--- config.mk ---
export PLATFORM = sky130hd
export DESIGN_NAME = imm_gen_pipe
export DESIGN_NICKNAME = d
export VERILOG_FILES = /design/src/rtl/imm_gen_pkg.sv /design/src/rtl/imm_gen_pipe_imm_decode.sv /design/src/rtl/imm_gen_pipe.sv
export SDC_FILE = /design/constraint.sdc
export NUM_CORES = 1
export LEC_CHECK = 0
export CAP_MARGIN = 20
export CORE_UTILIZATION = 51
export DETAILED_ROUTE_END_ITERATION = 10
export PLACE_DENSITY = 0.74
export REMOVE_ABC_BUFFERS = 1
export SYNTH_ARGS = -nofsm -noshare
export SYNTH_HDL_FRONTEND = slang
export SYNTH_HIERARCHICAL = 1
export SYNTH_SLANG_ARGS = --single-unit
--- constraint.sdc ---
create_clock -name clk -period 2.8 [get_ports clk]
set_input_delay 0.84 -clock clk [delete_from_list [all_inputs] [get_ports clk]]
set_output_delay 0.84 -clock clk [all_outputs]
set_load 0.005 [all_outputs]
--- src/rtl/imm_gen_pkg.sv ---
// Shared types for the ID-stage immediate generator.
// Format codes and base-ISA opcodes.
package imm_gen_pkg;

  typedef enum logic [2:0] {
    FMT_NONE = 3'd0,
    FMT_R    = 3'd1,
    FMT_I    = 3'd2,
    FMT_S    = 3'd3,
    FMT_B    = 3'd4,
    FMT_U    = 3'd5,
    FMT_J    = 3'd6
  } fmt_e;

  localparam logic [6:0] OPC_LOAD      = 7'b0000011;
  localparam logic [6:0] OPC_OP_IMM    = 7'b0010011;
  localparam logic [6:0] OPC_JALR      = 7'b1100111;
  localparam logic [6:0] OPC_OP_IMM_32 = 7'b0011011;
  localparam logic [6:0] OPC_STORE     = 7'b0100011;
  localparam logic [6:0] OPC_BRANCH    = 7'b1100011;
  localparam logic [6:0] OPC_LUI       = 7'b0110111;
  localparam logic [6:0] OPC_AUIPC     = 7'b0010111;
  localparam logic [6:0] OPC_JAL       = 7'b1101111;
  localparam logic [6:0] OPC_OP        = 7'b0110011;
  localparam logic [6:0] OPC_OP_32     = 7'b0111011;

endpackage

--- src/rtl/imm_gen_pipe_imm_decode.sv ---
// Combinational immediate decode: instr -> imm, fmt, illegal.
// Every format is built as a 32-bit signed value, then widened.
module imm_decode
  import imm_gen_pkg::*;
#(
  parameter int XLEN         = 64,
  parameter bit SHIFT_BRANCH = 1'b1,
  parameter bit RV64_OPS     = 1'b1
) (
  input  logic [31:0]     instr,
  output logic [XLEN-1:0] imm,
  output fmt_e            fmt,
  output logic            illegal
);

  localparam bit RV64_EN = RV64_OPS && (XLEN == 64);

  logic [6:0]  opc;
  logic        s;
  logic [11:0] b_field;
  logic [19:0] j_field;
  logic [31:0] i_val, s_val, b_val, u_val, j_val;
  logic [31:0] v;
  logic        is_i, is_s, is_b, is_u, is_j, is_r;

  assign opc     = instr[6:0];
  assign s       = instr[31];
  assign b_field = {instr[31], instr[7], instr[30:25], instr[11:8]};
  assign j_field = {instr[31], instr[19:12], instr[20], instr[30:21]};

  assign i_val = {{20{s}}, instr[31:20]};
  assign s_val = {{20{s}}, instr[31:25], instr[11:7]};
  assign u_val = {instr[31:12], 12'b0};
  assign b_val = SHIFT_BRANCH ? {{19{s}}, b_field, 1'b0}
                              : {{20{s}}, b_field};
  assign j_val = SHIFT_BRANCH ? {{11{s}}, j_field, 1'b0}
                              : {{12{s}}, j_field};

  assign is_i = (opc == OPC_LOAD) || (opc == OPC_OP_IMM) ||
                (opc == OPC_JALR) ||
                (RV64_EN && (opc == OPC_OP_IMM_32));
  assign is_s = (opc == OPC_STORE);
  assign is_b = (opc == OPC_BRANCH);
  assign is_u = (opc == OPC_LUI) || (opc == OPC_AUIPC);
  assign is_j = (opc == OPC_JAL);
  assign is_r = (opc == OPC_OP) || (opc == OPC_OP_32);

  always_comb begin
    v       = '0;
    fmt     = FMT_NONE;
    illegal = 1'b0;
    unique case (1'b1)
      is_i: begin v = i_val; fmt = FMT_I; end
      is_s: begin v = s_val; fmt = FMT_S; end
      is_b: begin v = b_val; fmt = FMT_B; end
      is_u: begin v = u_val; fmt = FMT_U; end
      is_j: begin v = j_val; fmt = FMT_J; end
      is_r: fmt = FMT_R;
      default: illegal = 1'b1;
    endcase
  end

  assign imm = XLEN'($signed(v));

endmodule

--- src/rtl/imm_gen_pipe.sv ---
// Registered immediate generator with a 2-entry skid buffer.
// in_ready depends only on held state, never on out_ready.
module imm_gen_pipe
  import imm_gen_pkg::*;
#(
  parameter int XLEN         = 64,
  parameter bit SHIFT_BRANCH = 1'b1,
  parameter bit RV64_OPS     = 1'b1
) (
  input  logic            clk,
  input  logic            reset,
  input  logic            in_valid,
  output logic            in_ready,
  input  logic [31:0]     in_instr,
  input  logic            flush,
  output logic            out_valid,
  input  logic            out_ready,
  output logic [XLEN-1:0] out_imm,
  output logic [2:0]      out_fmt,
  output logic            out_illegal,
  output logic [31:0]     out_instr
);

  logic [XLEN-1:0] dec_imm;
  fmt_e            dec_fmt;
  logic            dec_ill;

  logic            skid_valid;
  logic [XLEN-1:0] skid_imm;
  fmt_e            skid_fmt;
  logic            skid_ill;
  logic [31:0]     skid_instr;
  fmt_e            out_fmt_q;

  logic accept, present, load_out;

  imm_decode #(
    .XLEN        (XLEN),
    .SHIFT_BRANCH(SHIFT_BRANCH),
    .RV64_OPS    (RV64_OPS)
  ) u_dec (
    .instr  (in_instr),
    .imm    (dec_imm),
    .fmt    (dec_fmt),
    .illegal(dec_ill)
  );

  assign in_ready = !reset && !skid_valid;
  assign accept   = in_valid && in_ready;
  assign present  = out_valid && out_ready;
  assign load_out = present || !out_valid;
  assign out_fmt  = out_fmt_q;

  always_ff @(posedge clk) begin
    if (reset) begin
      out_valid   <= 1'b0;
      out_imm     <= '0;
      out_fmt_q   <= FMT_NONE;
      out_illegal <= 1'b0;
      out_instr   <= '0;
      skid_valid  <= 1'b0;
      skid_imm    <= '0;
      skid_fmt    <= FMT_NONE;
      skid_ill    <= 1'b0;
      skid_instr  <= '0;
    end else if (flush) begin
      out_valid  <= 1'b0;
      skid_valid <= 1'b0;
    end else if (load_out) begin
      // skid is older than anything offered now, so it drains first
      if (skid_valid) begin
        out_valid   <= 1'b1;
        out_imm     <= skid_imm;
        out_fmt_q   <= skid_fmt;
        out_illegal <= skid_ill;
        out_instr   <= skid_instr;
        skid_valid  <= 1'b0;
      end else if (accept) begin
        out_valid   <= 1'b1;
        out_imm     <= dec_imm;
        out_fmt_q   <= dec_fmt;
        out_illegal <= dec_ill;
        out_instr   <= in_instr;
      end else begin
        out_valid <= 1'b0;
      end
    end else if (accept) begin
      skid_valid <= 1'b1;
      skid_imm   <= dec_imm;
      skid_fmt   <= dec_fmt;
      skid_ill   <= dec_ill;
      skid_instr <= in_instr;
    end
  end

endmodule

==> impl_metrics.ini <==
[worst_hold_path]
hold_start = skid_instr[2]
hold_class = register to register

[synthesis]
synthSimpleGateAreaFrac_pct = 17.5
yosys_warnings = 6
syn_inst = 1127
ys_types = 40
synth_top_family_by_area = multiplexers
postSynthAreaPerCell_um2 = 8.94
synth_xor_area_share_pct = 0
ys_top_cells_by_area = dfxtp_1 40%, mux2_2 11%, mux2i_1 9.9%
muxShareOfSynthArea_pct = 21.1
synth_area_leader_cell = dfxtp_1
syn_area_um2 = 10100
seq_area_frac_synth_pct = 40.1
synth_fa_ha_area_share_pct = 0.0994
ys_seq_elements = 202
synth_top_area_share_pct = 40.1
synth_compound_gate_area_share_pct = 13.1

[grt]
grt_pass1_vias = 7339
grt_use_total_pct = 22.5
grt-ovfl-total = 0
grt_pass1_wl_mm = 37.5
grt_max_degree = 227
antenna_found_initial = 0

[pwr]
p_switching_uw = 1430
swShare_pct = 23.1
ir_drop_uv = 385
powerDensity_nw_per_um2 = 504
seq_power_share_pct = 47.2
p_int_uw = 4740
combPwrFrac_pct = 8.0
p_clk_share_pct = 44.8
power_leakage_uw = 0.00444

[route]
viasPerCell = 5.49
firstDrtPassIters = 5
drc = 0
wl_mm = 22.9
vias = 8107
final_antenna_net_count = 0
wl_per_cell_um = 15.5
drt_iter0_drc = 439

[die]
fp.dieW_um = 143
start_util_pct = 51.9
die-area_um2 = 20300
fp.dieH_um = 143
num_rows = 51
coreArea_um2 = 19400
pin_count = 139

[layout]
final_cell_count_no_fill = 1477
fillers = 1705
fin_nets = 1236
area_growth_pct = 21.5
drive_gt1_share_pct = 16.3
final_util_pct = 63.1
antenna_cells = 0

[sta]
finalCritPeriodShare_pct = 89.7
post-route-min-period_ns = 2.51
worst_pin_slew_ns = 1.13
max_slew_margin_pct = 24.9
hold_viol_final = 0
drv_slew = 0
hold_ws_ns = 0.472
fmax_mhz = 398
rsz0062_at_grt = no
finClkSkew_ns = 0.0134
finalSetupViolations = 0

[critical_path]
start_kind = input port
critical_path_class = input port to output port
startpoint = reset
path_buf_inv = 2
crit_path_top_delay_cell = clkdlybuf4s50_1
rrSetupSlack_ns = 0.71
cp.arrival_ns = 1.67
path_delay_family = buffers and inverters
r2r_start = skid_valid
critPathMaxFanout = 7
required_ns = 1.96
crit_chain = buf_8, nor2_1, clkdlybuf4s50_1
setup.worst_path.end_class = output port
cp_slowest_stage_delay_ns = 0.54

[clocking]
cts_tree = done
clk_pin_slew_ns = 0.06
clock_sinks = 202
clk_latency_ns = 0.50
cts-resized-gates = 0
cts_root_buf = clkbuf_16
cts_hold_buf = 0
clock_path_buffers = 3
htree_levels = 1
cts_setup_buffers = 0
cts_buffers = 22

[run]
maxCapViolCount = 0

[placed_design]
dp_hpwl_mm = 13.2
dp.cells = 1440
gp_congestion = 0.768
numPortBuffers = 138

[status]
status = complete, no violations
## synthesized netlist by cell type, drive strengths merged
master,number
or4b,1
nor2,106
a31oi,1
nand2,3
inv,3
clkbuf,48
o211ai,2
mux2,100
a21o,21
a211o,2
buf,91
o41ai,1
a211oi,2
and2,6
maj3,1
nand3b,2
a21oi,107
nand2b,6
mux2i,100
nand4,3
or4,1
dfxtp,202
nor2b,103
nand3,105
nor3,1
a22oi,1
a22o,4
nor4b,1
o21ai,100
or3,2
nor4,1
## through the flow
stage / setup slack (ns) / total power [µW] / setup TNS [ns] / cell area (µm²)
2_1_floorplan: -6.52 / 3180 / -1282.05 / 9280
3_3_place_gp: -0.138 / 3470 / -5.29 / 11600
3_5_place_dp: -0.146 / 3470 / -6.87 / 11600
4_1_cts: 0.257 / 6230 / 0 / 12200
5_1_grt: 0.184 / 6390 / 0 / 12200
6_report: 0.289 / 6170 / 0 / 12200
## sequential cells by signal, summed over array words and instances, names as in the netlist
| signal | count |
|---|---|
| out_instr | 32 |
| skid_fmt | 3 |
| skid_imm | 64 |
| skid_valid | 1 |
| skid_instr | 32 |
| out_valid | 1 |
| out_illegal | 1 |
| skid_ill | 1 |
| out_fmt | 3 |
| out_imm | 64 |
## power groups by stage
stage / Combinational, µW / Sequential (µW) / Clock [µW]
finish: 496 / 2910 / 2760
floorplan: 201 / 2980 / 0
global placement: 493 / 2970 / 0
global route: 539 / 2910 / 2940
detailed placement: 495 / 2970 / 0
CTS: 498 / 2910 / 2820
## worst paths after layout
check	end	cells past startpoint
max	in_ready	3
min	skid_instr[2]	2
max reg2reg	skid_imm[28]	5
min reg2reg	skid_instr[2]	2
## per-layer routing
layer / global-route usage (%) / routed length [µm]
met1: 31.1 / 10600
met2: 36.4 / 10700
met3: 3.26 / 1130
met4: 6.11 / 433
met5: 0 / 0
## area by class of cell
| class | count | area (µm²) | area share (%) |
|---|---|---|---|
| well taps | 265 | 332 | 2.71 |
| repair buffers | 187 | 1920 | 15.7 |
| flip-flops and latches | 202 | 4050 | 33.1 |
| inverters | 3 | 11.3 | 0.0920 |
| clock buffers | 34 | 667 | 5.45 |
| multi-input cells | 783 | 5250 | 42.9 |
| clock inverters | 3 | 17.5 | 0.143 |
## layout by cell type (no fill, tap or decap), drive strengths merged
master	Yosys	final
nor2	106	106
o211ai	2	2
a21oi	107	107
mux2i	100	100
a22o	4	4
mux2	100	100
and2	6	6
nor4b	1	1
inv	3	3
clkinv	0	2
clkbuf	48	34
or3	2	2
nand4	3	3
a21o	21	21
a22oi	1	1
buf	91	50
nor4	1	1
maj3	1	1
o41ai	1	1
nand3b	2	2
clkdlybuf4s50	0	137
a31oi	1	1
nand2b	6	6
nor3	1	1
o21ai	100	100
dfxtp	202	202
or4b	1	1
nand2	3	3
or4	1	1
clkinvlp	0	1
nand3	105	105
a211oi	2	2
nor2b	103	103
a211o	2	2
## kinds of logic (layout without fill, tap and decap cells)
| group | count (synthesis) | after routing |
|---|---|---|
| buffers and inverters | 142 | 227 |
| DFF | 202 | 202 |
| and+or+nand+nor | 341 | 341 |
| AOI/OAI and AO/OA | 241 | 241 |
| muxes | 200 | 200 |
| adders and majority gates | 1 | 1 |
## worst reg2reg max path, stage by stage, from the launching register on
cell      delay [ns]
dfxtp_4         0.35
buf_4           0.58
nand2b_4        0.43
buf_4           0.37
o21ai_1         0.12
a21oi_1         0.17
(Power assumes the default switching activity.)
